**src/rtl/circle_layer_renderer.sv**
```systemverilog
// circle_layer_renderer: 3-stage multi-slot circle coverage test per pixel, double-buffered slot config.
// Define CIRCLE_RING_EN for ring mode ((r-t)^2 <= d^2 < r^2); default build draws filled discs.
module circle_layer_renderer #(
    parameter int N_CIRCLES = 4,
    parameter int SCREEN_W  = 96,
    parameter int SCREEN_H  = 64,
    parameter int COORD_W   = 8,
    parameter int RADIUS_W  = 7,
    parameter int COLOR_W   = 16,
    localparam int SEL_W    = (N_CIRCLES > 1) ? $clog2(N_CIRCLES) : 1
) (
    input  logic                clk,
    input  logic                reset,
    input  logic [12:0]         pixel_index,
    input  logic                pixel_valid,
    input  logic                frame_start,
    input  logic                cfg_we,
    output logic                cfg_ready,
    input  logic [SEL_W-1:0]    cfg_sel,
    input  logic                cfg_en,
    input  logic [COORD_W-1:0]  cfg_x,
    input  logic [COORD_W-1:0]  cfg_y,
    input  logic [RADIUS_W-1:0] cfg_r,
    input  logic [RADIUS_W-1:0] cfg_t,
    input  logic [COLOR_W-1:0]  cfg_color,
    output logic                out_valid,
    output logic                draw,
    output logic [COLOR_W-1:0]  color_out,
    output logic [SEL_W-1:0]    hit_id
);
    localparam int DW   = COORD_W + 1;
    localparam int D2_W = 2 * DW + 1;
    localparam int R2_W = 2 * RADIUS_W;
    localparam int MW   = (D2_W > R2_W) ? D2_W : R2_W;

    typedef struct packed {
        logic                en;
        logic [COORD_W-1:0]  x;
        logic [COORD_W-1:0]  y;
        logic [RADIUS_W-1:0] r;
`ifdef CIRCLE_RING_EN
        logic [RADIUS_W-1:0] t;
`endif
        logic [COLOR_W-1:0]  color;
    } slot_t;

    slot_t sh_q [N_CIRCLES];
    slot_t act_q [N_CIRCLES];
    slot_t wr;
    logic  cfg_acc;

    assign cfg_ready = !frame_start && !reset;
    assign cfg_acc   = cfg_we && cfg_ready && int'(cfg_sel) < N_CIRCLES;

    always_comb begin
        wr.en    = cfg_en;
        wr.x     = cfg_x;
        wr.y     = cfg_y;
        wr.r     = cfg_r;
`ifdef CIRCLE_RING_EN
        wr.t     = cfg_t;
`endif
        wr.color = cfg_color;
    end

`ifndef CIRCLE_RING_EN
    logic unused_t;
    assign unused_t = ^cfg_t;
`endif

    always_ff @(posedge clk) begin
        if (reset) begin
            for (int i = 0; i < N_CIRCLES; i++) begin
                sh_q[i]  <= '0;
                act_q[i] <= '0;
            end
        end else begin
            if (cfg_acc) sh_q[cfg_sel] <= wr;
            if (frame_start) act_q <= sh_q;
        end
    end

    logic               v1_q, in1_q;
    logic [COORD_W-1:0] x1_q, y1_q;

    always_ff @(posedge clk) begin
        if (reset) begin
            v1_q  <= 1'b0;
            in1_q <= 1'b0;
            x1_q  <= '0;
            y1_q  <= '0;
        end else begin
            v1_q  <= pixel_valid;
            in1_q <= int'(pixel_index) < SCREEN_W * SCREEN_H;
            x1_q  <= COORD_W'(int'(pixel_index) % SCREEN_W);
            y1_q  <= COORD_W'(int'(pixel_index) / SCREEN_W);
        end
    end

    logic signed [DW-1:0]   dx [N_CIRCLES];
    logic signed [DW-1:0]   dy [N_CIRCLES];
    logic signed [2*DW-1:0] sx [N_CIRCLES];
    logic signed [2*DW-1:0] sy [N_CIRCLES];
    logic [D2_W-1:0]        d2_d [N_CIRCLES];
    logic [D2_W-1:0]        d2_q [N_CIRCLES];
    logic [R2_W-1:0]        r2_d [N_CIRCLES];
    logic [R2_W-1:0]        r2_q [N_CIRCLES];
    logic                   en2_d [N_CIRCLES];
    logic                   en2_q [N_CIRCLES];
    logic [COLOR_W-1:0]     col2_q [N_CIRCLES];
    logic                   v2_q;
`ifdef CIRCLE_RING_EN
    logic [RADIUS_W-1:0]    te [N_CIRCLES];
    logic [R2_W-1:0]        i2_d [N_CIRCLES];
    logic [R2_W-1:0]        i2_q [N_CIRCLES];
`endif

    // Squares are taken at full signed width so off-screen centres never wrap.
    always_comb begin
        for (int i = 0; i < N_CIRCLES; i++) begin
            dx[i]   = $signed({1'b0, x1_q}) - $signed({1'b0, act_q[i].x});
            dy[i]   = $signed({1'b0, y1_q}) - $signed({1'b0, act_q[i].y});
            sx[i]   = dx[i] * dx[i];
            sy[i]   = dy[i] * dy[i];
            d2_d[i] = D2_W'($unsigned(sx[i])) + D2_W'($unsigned(sy[i]));
            r2_d[i] = R2_W'(act_q[i].r) * R2_W'(act_q[i].r);
`ifdef CIRCLE_RING_EN
            te[i]    = (act_q[i].t > act_q[i].r) ? act_q[i].r : act_q[i].t;
            i2_d[i]  = R2_W'(act_q[i].r - te[i]) * R2_W'(act_q[i].r - te[i]);
            en2_d[i] = act_q[i].en && in1_q && act_q[i].t != '0;
`else
            en2_d[i] = act_q[i].en && in1_q;
`endif
        end
    end

    always_ff @(posedge clk) begin
        if (reset) begin
            v2_q <= 1'b0;
            for (int i = 0; i < N_CIRCLES; i++) begin
                d2_q[i]   <= '0;
                r2_q[i]   <= '0;
                en2_q[i]  <= 1'b0;
                col2_q[i] <= '0;
`ifdef CIRCLE_RING_EN
                i2_q[i]   <= '0;
`endif
            end
        end else begin
            v2_q <= v1_q;
            for (int i = 0; i < N_CIRCLES; i++) begin
                d2_q[i]   <= d2_d[i];
                r2_q[i]   <= r2_d[i];
                en2_q[i]  <= en2_d[i];
                col2_q[i] <= act_q[i].color;
`ifdef CIRCLE_RING_EN
                i2_q[i]   <= i2_d[i];
`endif
            end
        end
    end

    logic               h, draw_d;
    logic [COLOR_W-1:0] color_d;
    logic [SEL_W-1:0]   id_d;

    // Scan from the top slot down so the lowest hitting index is written last.
    always_comb begin
        h       = 1'b0;
        draw_d  = 1'b0;
        color_d = '0;
        id_d    = '0;
        for (int i = N_CIRCLES - 1; i >= 0; i--) begin
            h = v2_q && en2_q[i] && MW'(d2_q[i]) < MW'(r2_q[i]);
`ifdef CIRCLE_RING_EN
            h = h && MW'(d2_q[i]) >= MW'(i2_q[i]);
`endif
            if (h) begin
                draw_d  = 1'b1;
                color_d = col2_q[i];
                id_d    = SEL_W'(i);
            end
        end
    end

    always_ff @(posedge clk) begin
        if (reset) begin
            out_valid <= 1'b0;
            draw      <= 1'b0;
            color_out <= '0;
            hit_id    <= '0;
        end else begin
            out_valid <= v2_q;
            draw      <= draw_d;
            color_out <= color_d;
            hit_id    <= id_d;
        end
    end
endmodule

```
**config.mk**
```make
export PLATFORM = sky130hd
export DESIGN_NAME = circle_layer_renderer
export DESIGN_NICKNAME = d
export VERILOG_FILES = /design/src/rtl/circle_layer_renderer.sv
export SDC_FILE = /design/constraint.sdc
export NUM_CORES = 2
export LEC_CHECK = 0
export ABC_AREA = 1
export BUFFER_PORTS_ARGS = -buffer_cell sky130_fd_sc_hd__buf_2
export CORE_AREA = 5 5 258 361
export DETAILED_ROUTE_END_ITERATION = 12
export DIE_AREA = 0 0 263 366
export PLACE_DENSITY = 0.74
export SLEW_MARGIN = 40
export SYNTH_ARGS = -nofsm -noshare
export SYNTH_HDL_FRONTEND = slang
export SYNTH_SLANG_ARGS = --single-unit
```
**constraint.sdc**
```tcl
create_clock -name clk -period 8.4 [get_ports clk]
set_clock_uncertainty 0.2 [all_clocks]
set_input_delay 0.42 -clock clk [delete_from_list [all_inputs] [get_ports clk]]
set_output_delay 0.42 -clock clk [all_outputs]
set_load 0.01 [all_outputs]
```
==> Word level (Yosys, flattened, before mapping) <==
Memory sizes are Yosys's and may differ from the RTL's.
Cells that the tools add are included.
{ "word_totals": {"register_bits": 359, "ram_bits": 200, "inputBits": 67, "output_inout_bits": 21, "word_cells": 156, "memories": 4} }
{ "memory_table": {"columns": ["name", "words", "width", "rd", "rd_clocked_by_memory_dff", "write_ports", "line", "source"], "rows": [
  ["d2_q", 4, 19, 4, 0, 4, "105", "logic [D2_W-1:0] d2_q [N_CIRCLES];"],
  ["col2_q", 4, 16, 4, 0, 4, "110", "logic [COLOR_W-1:0] col2_q [N_CIRCLES];"],
  ["r2_q", 4, 14, 4, 0, 4, "107", "logic [R2_W-1:0] r2_q [N_CIRCLES];"],
  ["en2_q", 4, 1, 4, 0, 4, "109", "logic en2_q [N_CIRCLES];"]
]} }
{ "classes": {"addsub": 12, "n_mul": 12, "n_div": 2, "n_lt_le_gt_ge": 7, "n_mux": 33, "bitwise_logic": 17, "reduce_logical": 19} }
{ "op_table": {"columns": ["cell", "count"], "rows": [
  ["$bwmux 160", 1],
  ["$mul 9x9->18", 8],
  ["$mux 16", 8],
  ["$demux 40 s2", 1],
  ["$add 18x18->19", 4],
  ["$lt 19x14->1", 4],
  ["$mux 19", 4],
  ["$sub 8x8->9", 8],
  ["$mul 7x7->14", 4],
  ["$mux 14", 4],
  ["$mux 40", 1],
  ["$div 14x8->32 const B", 1],
  ["$mod 14x8->32 const B", 1],
  ["$or 1x1->1", 16],
  ["$logic_and 1x1->1", 15],
  ["$lt 13x13->1 const B", 1],
  ["$mux 1", 12],
  ["$mux 2", 2],
  ["$ge 3x3->1 const B", 1],
  ["$lt 3x1->1 const B", 1],
  ["$not 2->3", 1],
  ["$reduce_or 3->1", 1],
  ["$logic_not 1->1", 2],
  ["$reduce_or 2->1", 1]
]} }

==> Longest topological paths before layout <==
An unclocked memory read counts as a cell.
{ "depth": {"ltp_word": 7, "mapped_depth": 45, "depth_no_buf": 45} }

==> Least setup slack after synthesis <==
Ideal clock, no wire load.
{ "synth_path": {"kind": "flip-flop to flip-flop", "from": "register y1_q[0]", "to": "memory d2_q[1][17] (netlist bit)", "setup_ps": 70, "arrival_ps": 7896, "required_time_ps": 8130, "path_slack_ps": 234, "stages_incl_launch_ff": 40, "path_buffers": 0, "period_less_slack_ps": 8166, "path_cell_list": "dfxtp_1 inv_1 ha_1 inv_1 fa_1 nand3_1 and2_1 or2_2 nand2_1 a21oi_1 or2_2 a21oi_1 clkinv_1 nand2_1 fa_1 fa_1 fa_1 inv_1 [... 4 more ...] ha_1 nand2_1 o21ai_0 a21oi_1 inv_1 a21oi_1 o31ai_1 a21oi_1 o21bai_1 xor2_1 inv_1 ha_1 inv_1 nor3_1 nand2_1 o21ai_0 o21ai_0 a21oi_1"} }
{ "synth_rtl": {"columns": ["element", "line", "source"], "rows": [
  ["from (decl)", "84", "logic [COORD_W-1:0] x1_q, y1_q;"],
  ["from (signal assigned)", "96", "y1_q <= COORD_W'(int'(pixel_index) / SCREEN_W);"],
  ["to (decl)", "105", null]
]} }

==> flow_summary.toml <==
[status]
status = "completed"

[timing]
setup_viol = 0
slew_headroom = 0.4685
slew_violations = 0
hold_viol_final = 0
timing.final.crit_share = 0.9653
period_needed_ns = 8.108
tightest_slew_ns = 0.7924
fmax_mhz = 123.3

[flow_run]
maxCapViolCount = 0

[yosys]
syn_area_per_cell_sq_um = 8.089
synthFlopType = "dfxtp_1"
yosysSeqAreaShare = 0.2275
syn-num-nets = 7230
async_reset_ff_frac = 0
syn_area_sq_um = 48750
ys_ff_latch = 554
synth.distinct_cells = 53
netlist_instances = 6026
synth_edf_count = 0
ys_warn_count = 0

[critical_path]
cp-end-kind = "flop"
critPathArrivalTime_ns = 8.39
cp_common_cell = "nand2_1"
crit_family = "adder cells"
critical-path-max-stage-delay_ns = 0.54
crit_buf_inv = 9
required_ns = 8.68
worstSetupStartpointType = "flop"
crit_type = "flop to flop"
path_max_fanout = 4
crit_slowest_cell = "fa_1"

[cts]
cts_buffers = 52
cts-root-buf = "clkbuf_16"
insertion_delay_ns = 0.63
cts.sink_count = 554
htreeDepth = 2
cts_tree = "done"
cts_max_path_buffers = 3
clk_pin_slew_ns = 0.07

[global_routing]
antenna_found_initial = 16
grt_pass1_vias = 39170
overflow = 0
grt_max_degree = 133
grt_pass1_wl_um = 189700
grtUsageTotal = 0.2375

[floorplanning]
ioPinCount = 88
rows = 130
die_width_um = 263
initial_utilization = 0.5459
core-area_sq_um = 89300
die_area_sq_um = 96260
fp.dieH_um = 366

[layout]
final_common_cell = "inv_1"
final_cell_mix = "1,363 x inv_1, 718 x nor2_1, 593 x ha_1, 552 x nand2_1, 551 x dfxtp_1"
drive_gt1_frac = 0.07346
areaGrowthSynthToFinish_pct = 9.880
finalInstanceArea_sq_um = 53560
finalNetCount = 7358

[route]
drc = 0
post_drt_via_cell_ratio = 5.174
firstDrtPassIters = 5
wl_um = 115200
num_vias = 38250
wire_per_inst_um = 15.58
postRouteAntennaNets = 0
drtIter0Drc = 1838

[placement]
gp_congestion = 0.9053
place_hpwl_um = 88410
postPlaceCellArea_sq_um = 50840
port_buffers = 80

[min_path]
hold_path.class = "input port to flop"
==> state kept, by name, indices dropped and copies added, names as in the netlist <==
register   count
col2_q        64
v2_q           1
draw           1
v1_q           1
y1_q           7
in1_q          1
en2_q          4
d2_q          76
hit_id         2
x1_q           8
r2_q          52
sh_q         160
color_out     16
out_valid      1
act_q        160
==> synth_stat cells, types with 6 or more instances <==
library cell / number / share of area
xor2_1: 123 / 0.022
o31ai_1: 6 / 0.00092
dfxtp_1: 554 / 0.23
and2_1: 12 / 0.0015
nand2_2: 7 / 0.00090
a211oi_1: 14 / 0.0022
o21bai_1: 34 / 0.0052
o21ai_0: 468 / 0.048
nand4_1: 18 / 0.0023
ha_1: 601 / 0.15
nor3_1: 49 / 0.0050
nand3_1: 54 / 0.0055
nor2_1: 729 / 0.056
fa_1: 536 / 0.22
clkbuf_1: 172 / 0.013
xnor2_1: 59 / 0.011
nand3_2: 8 / 0.0016
o22ai_1: 12 / 0.0015
or2_2: 41 / 0.0053
clkinv_1: 7 / 0.00054
a21oi_1: 499 / 0.051
inv_1: 1370 / 0.11
a31oi_1: 14 / 0.0018
o21a_1: 13 / 0.0020
nand2_1: 554 / 0.043
a21o_1: 17 / 0.0026
==> worst reg2reg max path: cells and delay by family (launching register included) <==
| kind | cells | cell delay (ns) |
|---|---|---|
| and+or+nand+nor | 17 | 1.80 |
| DFF | 1 | 0.34 |
| AOI/OAI and AO/OA | 7 | 1.19 |
| buffers and inverters | 9 | 0.85 |
| xor gates and xnor gates | 1 | 0.16 |
| adders and majority gates | 9 | 3.45 |
==> area by class of cell <==
cell class / instances / area [sq um]
antenna: 11 / 27.53
clock buffer: 66 / 1414
clock inverter: 28 / 330.3
fill: 7674 / 35740
inverter: 1379 / 5190
multi-input combinational: 3916 / 32140
sequential: 554 / 11100
tap: 1188 / 1486
timing repair buffer: 251 / 1869
==> kinds of logic (layout without fill, tap and decap cells) <==
family                   after synthesis  count (layout)  synth area share
XOR/XNOR                             182             182           0.03270
flip-flops                           554             554            0.2275
adder cells (fa/ha/maj)             1137            1137            0.3744
AND/OR/NAND/NOR                     1493            1493            0.1246
AO/OA/AOI/OAI                       1100            1100            0.1196
other                                  0              11                 0
multiplexers                           4               4         0.0009240
buffers and inverters               1556            1724            0.1203
==> stage by stage <==
step                utilization  setup slack [ns]  cells  hold slack (ns)  TNS (ns)
floorplan                     -            0.2344   6026           0.1883         0
global placement         0.5693            0.1344   7227           0.1984         0
detailed placement       0.5694          -0.01763   7227           0.1962  -0.01763
CTS                      0.5941          -0.01725   7365         0.007804  -0.01725
global route             0.5997          -0.06705   7388          0.02373   -0.2264
finish                   0.5998            0.2917   7393          0.04397         0
==> timing repair <==
item	CTS	global route
resized for setup	4	108
pin swaps	0	48
setup buffers	1	17
endpoints found under the setup margin	4	20
endpoints found under the hold margin	134	0
hold buffers	43	0
==> path summary, 6_finish.rpt <==
path / to / startpoint / cells past startpoint / slack (ns)
setup / recovery: d2_q[3][18] / y1_q[0] / 43 / 0.29
hold / removal: in1_q / pixel_index[12] / 2 / 0.04
setup reg to reg: d2_q[3][18] / y1_q[0] / 43 / 0.29
hold reg to reg: v2_q / v1_q / 2 / 0.21
==> metal layers <==
metal	global-route usage	share of wire	up-vias
met5	0	0.00018	-
met2	0.4376	0.51	802
met1	0.2752	0.39	18280
met4	0.1064	0.053	4
li1	-	-	18880
met3	0.02887	0.048	282
Power is left out: the tool's default activity adds up to more than one toggle a clock period on the data nets, which glitch-free logic cannot reach.
